[config.mk]
export PLATFORM = sky130hd
export DESIGN_NAME = pipe_stage_buf
export DESIGN_NICKNAME = d
export VERILOG_FILES = /design/src/rtl/pipe_stage_buf.sv
export SDC_FILE = /design/constraint.sdc
export NUM_CORES = 1
export LEC_CHECK = 0
export CORE_ASPECT_RATIO = 0.75
export CORE_MARGIN = 4
export CORE_UTILIZATION = 49
export DETAILED_ROUTE_END_ITERATION = 6
export PLACE_DENSITY = 0.81
export RECOVER_POWER = 50
export SETUP_SLACK_MARGIN = 0.2
export SLEW_MARGIN = 5
export SYNTH_ARGS = -nofsm -noshare
export SYNTH_HDL_FRONTEND = slang
export SYNTH_SLANG_ARGS = --single-unit
[constraint.sdc]
create_clock -name ACLK -period 2.1 [get_ports ACLK]
set_input_delay 0.21 -clock ACLK [delete_from_list [all_inputs] [get_ports ACLK]]
set_output_delay 0.21 -clock ACLK [all_outputs]
set_load 0.02 [all_outputs]
[src/rtl/pipe_stage_buf.sv]
`default_nettype none
// =====================================================================
// Module  : pipe_stage_buf
// Brief   : valid/ready pipeline stage with optional skid entry,
//           flush-to-bubble and a saturating back-pressure counter.
// Revision: 1.0
// =====================================================================
module pipe_stage_buf #(
  parameter int DATA_W  = 64,
  parameter int TRACE_W = 0,
  parameter int SKID    = 1,
  parameter int CNT_W   = 16
) (
  input  logic                                     ACLK,
  input  logic                                     ARESET,
  input  logic                                     flush_i,
  input  logic                                     in_valid,
  output logic                                     in_ready,
  input  logic [DATA_W-1:0]                        in_data,
  input  logic [((TRACE_W > 0) ? TRACE_W : 1)-1:0] in_trace,
  output logic                                     out_valid,
  input  logic                                     out_ready,
  output logic [DATA_W-1:0]                        out_data,
  output logic [((TRACE_W > 0) ? TRACE_W : 1)-1:0] out_trace,
  output logic [1:0]                               occupancy,
  output logic [CNT_W-1:0]                         stall_cnt,
  input  logic                                     stall_clr
);

  localparam int   c_TW       = (TRACE_W > 0) ? TRACE_W : 1;
  localparam logic c_TRACE_EN = (TRACE_W > 0);

  logic              r_m_valid;
  logic [DATA_W-1:0] r_m_data;
  logic [c_TW-1:0]   r_m_trace;
  logic              r_s_valid;
  logic [DATA_W-1:0] r_s_data;
  logic [c_TW-1:0]   r_s_trace;
  logic [CNT_W-1:0]  r_stall_cnt;

  logic              w_in_fire;
  logic              w_out_fire;
  logic [c_TW-1:0]   w_in_trace;

  // With no trace path the sideband is masked to zero so it folds away.
  assign w_in_trace = in_trace & {c_TW{c_TRACE_EN}};
  assign w_in_fire  = in_valid && in_ready;
  assign w_out_fire = r_m_valid && out_ready;

  generate
    if (SKID != 0) begin : g_skid
      assign in_ready = !r_s_valid && !flush_i;

      always_ff @(posedge ACLK) begin
        if (ARESET || flush_i) begin
          r_m_valid <= 1'b0;
          r_m_data  <= '0;
          r_m_trace <= '0;
          r_s_valid <= 1'b0;
          r_s_data  <= '0;
          r_s_trace <= '0;
        end else if (w_out_fire) begin
          if (r_s_valid) begin
            // in_ready is low while S is full, so no input can collide here
            r_m_valid <= 1'b1;
            r_m_data  <= r_s_data;
            r_m_trace <= r_s_trace;
            r_s_valid <= 1'b0;
            r_s_data  <= '0;
            r_s_trace <= '0;
          end else if (w_in_fire) begin
            r_m_valid <= 1'b1;
            r_m_data  <= in_data;
            r_m_trace <= w_in_trace;
          end else begin
            r_m_valid <= 1'b0;
            r_m_data  <= '0;
            r_m_trace <= '0;
          end
        end else if (w_in_fire) begin
          if (r_m_valid) begin
            r_s_valid <= 1'b1;
            r_s_data  <= in_data;
            r_s_trace <= w_in_trace;
          end else begin
            r_m_valid <= 1'b1;
            r_m_data  <= in_data;
            r_m_trace <= w_in_trace;
          end
        end
      end
    end else begin : g_noskid
      assign in_ready = (!r_m_valid || out_ready) && !flush_i;

      always_ff @(posedge ACLK) begin
        if (ARESET || flush_i) begin
          r_m_valid <= 1'b0;
          r_m_data  <= '0;
          r_m_trace <= '0;
        end else if (w_in_fire) begin
          r_m_valid <= 1'b1;
          r_m_data  <= in_data;
          r_m_trace <= w_in_trace;
        end else if (w_out_fire) begin
          r_m_valid <= 1'b0;
          r_m_data  <= '0;
          r_m_trace <= '0;
        end
      end

      always_ff @(posedge ACLK) begin
        r_s_valid <= 1'b0;
        r_s_data  <= '0;
        r_s_trace <= '0;
      end
    end
  endgenerate

  // Flush deliberately leaves the counter alone.
  always_ff @(posedge ACLK) begin
    if (ARESET || stall_clr) begin
      r_stall_cnt <= '0;
    end else if (r_m_valid && !out_ready && !(&r_stall_cnt)) begin
      r_stall_cnt <= r_stall_cnt + CNT_W'(1);
    end
  end

  assign out_valid = r_m_valid;
  assign out_data  = r_m_data;
  assign out_trace = r_m_trace;
  assign occupancy = {1'b0, r_m_valid} + {1'b0, r_s_valid};
  assign stall_cnt = r_stall_cnt;

endmodule
`default_nettype wire

# Word level (Yosys, flattened, before mapping)
# Cells that the tools add are included.
[op_classes]
reduce_logical = 18
n_eq_ne = 2
n_mux = 21
add_sub_neg = 2
[op_table]
columns = ["cell", "count"]
rows = [
  ["$mux 64", 9],
  ["$add 16x1->16 const B", 1],
  ["$reduce_and 16->1", 1],
  ["$mux 1", 12],
  ["$logic_and 1x1->1", 5],
  ["$logic_not 1->1", 4],
  ["$reduce_and 2->1", 2],
  ["$reduce_bool 2->1", 2],
  ["$reduce_and 3->1", 1],
  ["$add 1x1->2", 1],
  ["$logic_or 1x1->1", 2],
  ["$ne 2x1->1 const B", 1],
  ["$ne 2x2->1 const B", 1],
  ["$reduce_or 2->1", 1],
]
[word_totals]
ff_bits = 148
wordCells = 50

# Longest topological paths before layout
[logic_depth]
depth_word = 6
ltp_mapped = 7
depth_no_buf = 5

# Least setup slack after synthesis
# Ideal clock, no wire load.
[synth_timing]
kind = "flip-flop to flip-flop"
startpoint = "register r_stall_cnt[0] (netlist: stall_cnt[0])"
endpoint = "register r_stall_cnt[0] (netlist: stall_cnt[0])"
t_arrival_ns = 1.565
path_slack_ns = 0.408
required_ns = 1.972
stages_incl_launch_ff = 7
period_less_slack_ns = 1.692
path_buffers = 1
setup_ns = 0.128
path_cell_list = "dfxtp_1 ha_1 nand3_1 o41ai_4 buf_6 xor2_1 nor2_1"
[synth_between]
elab_chain_len = 3
word_cells_on_any_way = 4
classes_between = "add/sub (1); reduce/logical (3)"
[synth_rtl]
columns = ["element", "line", "text"]
rows = [
  ["start: declaration", "39", "logic [CNT_W-1:0] r_stall_cnt;"],
  ["start signal: assignment", "124", "r_stall_cnt <= r_stall_cnt + CNT_W'(1);"],
  ["branches (longest 3 deep; another with $add 16x1->16)", "-", ""],
]
# Several ways; the timed one is not identified.
# A chain may end at the register's enable or synchronous reset.

# Worst setup path in the final report
[layout_timing]
startpoint = "input port flush_i"
endpoint = "output port in_ready"
[layout_between]
elab_chain_len = 2
[layout_rtl]
columns = ["element", "line", "text"]
rows = [
  ["start: declaration", "16", "input logic flush_i,"],
  ["$logic_not 1->1", "52", "assign in_ready = !r_s_valid && !flush_i;"],
  ["$logic_and 1x1->1", "52", ""],
  ["end: declaration", "18", "output logic in_ready,"],
]
# No other way between the ends.

==> results.txt <==
The most common flop cell mapped by yosys is sky130_fd_sc_hd__dfxtp_1. The logs give 30,100 um for the wire length of the first global-routing pass and 0.0147 mm^2 for the total die area. In this run, synthesis produced a sequential element count of 146. For this design the static power due to leakage is 0.00354 uW. After the first detailed-routing iteration, the DRC count stood at 600. For the post-detailed-route DRC marker count, the log shows 1. The mux share of post-synthesis cell area works out to 0. Mean area per synthesized cell: 8.97 um^2. The stage delay of the slowest cell on the critical path is 0.62 ns, and the clock-pin slew on the worst setup and hold paths is 0.07 ns.

The maximum number of pins on one net before global-route repair is 68. The run gives 18,500 um as the final routed wirelength across all metal layers. Synthesis produced a netlist with a net count of 773. The remaining antenna violation count was 0; the maximum fanout along the worst path was 4. Clock root buffer: sky130_fd_sc_hd__clkbuf_16.

The adder-cell area share of the yosys netlist was 0.00399. The start point of the worst min-delay path was in_data[18]. The floorplan has 35 rows. Reg2reg setup slack: 0.22 ns. The worst hold path terminates at r_s_data[18]. The first detailed-routing pass ran for 7 iterations. The ratio of cells with drive above 1 in the final layout is 0.160, and the total overflow reported by the global router is 0. The final layout contains 915 nets. The congestion estimate from routability-driven global placement came to 0.839. The tools report the total negative setup slack as 0 ns. 156 I/O pins were placed. The run gives 0.507 as the initial core utilization. For this run, the top clock speed supported by timing is 514 MHz. Input and output buffers added on the ports amount to 153.

The parity-gate share of the synthesized area counting xor and xnor cells is 0.00279. The flow ran to the end, but the final reports show violations. The fraction of registers with async set/reset is 0, and the area of the core is 0.0124 mm^2. In the final routed layout, each cell accounts on average for 18.1 um.

The number of enable-type register cells in the synthesized netlist works out to 0. Excluding fillers, the count of instances in the completed layout stands at 1,020. The synthesized netlist contains 41 unique library cells. The cell type of the slowest stage on the worst timing path is sky130_fd_sc_hd__clkdlybuf4s50_1. The number of cells on the worst reg-to-reg path is 5, and the post-route cell area is 0.00872 mm^2. The hold violation total from the final report is 0. The worst hold path passes through 3 cells. During synthesis, Yosys emitted a total of 0 warnings. The startpoint of the most critical register-to-register path is r_s_valid.

After synthesis the cells add up to 0.00628 mm^2. In this run the worst setup path begins at flush_i. The checks that failed: DRC. For this design the ratio of total power to cell area is 772 mW/mm^2. The number of global-route vias before repair is 6,004. Clock tree synthesis found a total of 146 sinks. The critical path is of the in2out type. The detailed router put a total of 7810 um of wire on met1. Wire segments on met3 add up to 1530 um in the final route. Detailed placement finished with a half-perimeter wire length of 11,700 um. The wire length on met2 was 8870 um.

The worst setup path is launched from an input pin. In this run the number of H-tree levels came out at 4. The endpoint arrival time on the critical path is 1.74 ns, and the synthesized instance count is 700.

Clock latency on the worst-skew pair, taken at its later pin, is 0.42 ns. Buffers inserted to repair hold after CTS numbered 0. The horizontal die dimension was 139 um. The total placed instance area is 0.00811 mm^2. For the final total power, the log shows 6730 uW. Setup repair after global routing could not meet its margin everywhere.

Die height: 106 um. Worst endpoint required time: 1.89 ns. STA classifies the critical path endpoint as an output port. The initial antenna violation count was 0; the max-slew violation count was 0.

The number of maximum-capacitance constraint violations was 0. The type of the most critical hold path is in2reg. The tools report the all-layer global routing usage as 0.247. The highest metal layer carrying signal wires in the routed design is met4. The worst slew margin relative to its limit is 0.273, and the share of the clock period used by the worst path is 0.927.

The worst hold slack is 0.385 ns, and the area fraction in compound gates after synthesis is 0.253. Across the routed clock network, the largest skew measured is 0.0104 ns. The maximum vdd ir drop is 0.000539 V. The sequential-to-total area share from yosys stat was 0.466; the via density per instance was 5.87. Placed cell count: 986. Main combinational cell family by area after synthesis: compound AO/OA/AOI/OAI gates. The repair_antennas step left the layout with diodes totalling 0. The final number of setup-violating endpoints was 0. Compared with the post-synthesis result, the final layout area differs by 38.8%.

TritonCTS built the clock tree. In this run the critical register-to-register path is captured at r_s_data[49]. TritonCTS created 17 clock buffers. Detailed routing inserted a total of 5,990 vias. The basic-gate share of the synthesized area counting and, or, nand and nor cells came out at 0.219. The critical path goes through dlygate4sd3_1, clkbuf_1, nor2_1, clkdlybuf4s50_1. Counting along the longest clock path gives a buffer depth of 2. The pin slew with the least headroom to its limit works out to 1.09 ns. The minimum clock period after layout was 1.95 ns.
[per-layer routing]
metal  GRT usage  vias up
met5           0        -
met3      0.0594       26
met2       0.419      290
met4      0.0796        0
li1            -     2830
met1       0.312     2844
[registers in the layout (all words and copies together) (netlist names)]
register,count
r_s_valid,1
out_data,64
r_s_data,64
out_valid,1
stall_cnt,16
[critical path: cells and delay by family]
kind | cells | cell delay (ns)
buf+inv | 3 | 1.39
simple gates | 1 | 0.13
[worst max path at each step]
stage                         endpoint  slack [ns]  cells past startpoint
final                         in_ready        0.15                      4
after CTS                 occupancy[1]        0.14                      2
after global placement    r_s_data[28]       -0.07                      6
after floorplan           stall_cnt[0]        0.41                      6
after global routing      r_s_data[19]        0.09                      6
after detailed placement  r_s_data[26]       -0.16                      6
[kinds of logic (layout without fill, tap and decap cells)]
kind of cell    count (synthesis)  count (layout)
fa+ha+maj                       2               2
other cells                     1               1
flops                         146             146
xor+xnor                        2               2
simple gates                  299             299
buf+inv                        66             219
compound gates                184             185
[layout by cell type, fill, tap and decap left out, types with 11 or more instances in the layout]
cell type	instances
sky130_fd_sc_hd__o21ai_0	73
sky130_fd_sc_hd__clkdlybuf4s50_1	87
sky130_fd_sc_hd__buf_4	18
sky130_fd_sc_hd__nor2_1	90
sky130_fd_sc_hd__clkbuf_16	17
sky130_fd_sc_hd__dfxtp_1	144
sky130_fd_sc_hd__a21oi_1	33
sky130_fd_sc_hd__a221oi_2	60
sky130_fd_sc_hd__dlygate4sd3_1	65
sky130_fd_sc_hd__nand3_1	93
sky130_fd_sc_hd__nand2_1	74
sky130_fd_sc_hd__buf_12	11
[per-stage QoR]
step / utilization / worst slack, ns
5_1_grt: 0.703 / 0.0883
3_3_place_gp: 0.654 / -0.0724
2_1_floorplan: - / 0.408
6_report: 0.703 / 0.154
3_5_place_dp: 0.654 / -0.163
4_1_cts: 0.706 / 0.137
[what timing repair did]
| action | CTS | global route |
|---|---|---|
| gates cloned | 1 | 0 |
| gates resized for setup | 3 | 3 |
| buffers inserted | 2 | 0 |
| setup endpoints to repair | 49 | 23 |
| pin swaps | 2 | 0 |
[area by class of cell]
cell class	instances	area, um^2
Fill cell	898	3680
Inverter	3	11.3
Sequential cell	146	2930
Timing Repair Buffer	185	1900
Clock inverter	11	151
Tap cell	166	208
Clock buffer	20	467
Multi-Input combinational cell	489	3050
[where the power goes]
part	internal (uW)	leakage, uW	switching (uW)	total (uW)
Combinational	327	0.00206	388	714
Sequential	2830	0.00118	34.0	2860
Clock	1960	0.000291	1180	3150
[cells in the mapped netlist (8+ instances only)]
master	n	area share
sky130_fd_sc_hd__nor2_1	91	0.054
sky130_fd_sc_hd__dfxtp_1	146	0.47
sky130_fd_sc_hd__clkbuf_1	26	0.016
sky130_fd_sc_hd__buf_6	8	0.014
sky130_fd_sc_hd__buf_2	22	0.018
sky130_fd_sc_hd__nand3_1	93	0.074
sky130_fd_sc_hd__a21oi_1	33	0.026
sky130_fd_sc_hd__or3_1	8	0.0080
sky130_fd_sc_hd__nand2_1	74	0.044
sky130_fd_sc_hd__o21ai_0	73	0.058
sky130_fd_sc_hd__a221oi_2	60	0.14
No activity file was read; power rests on OpenSTA's default activity.
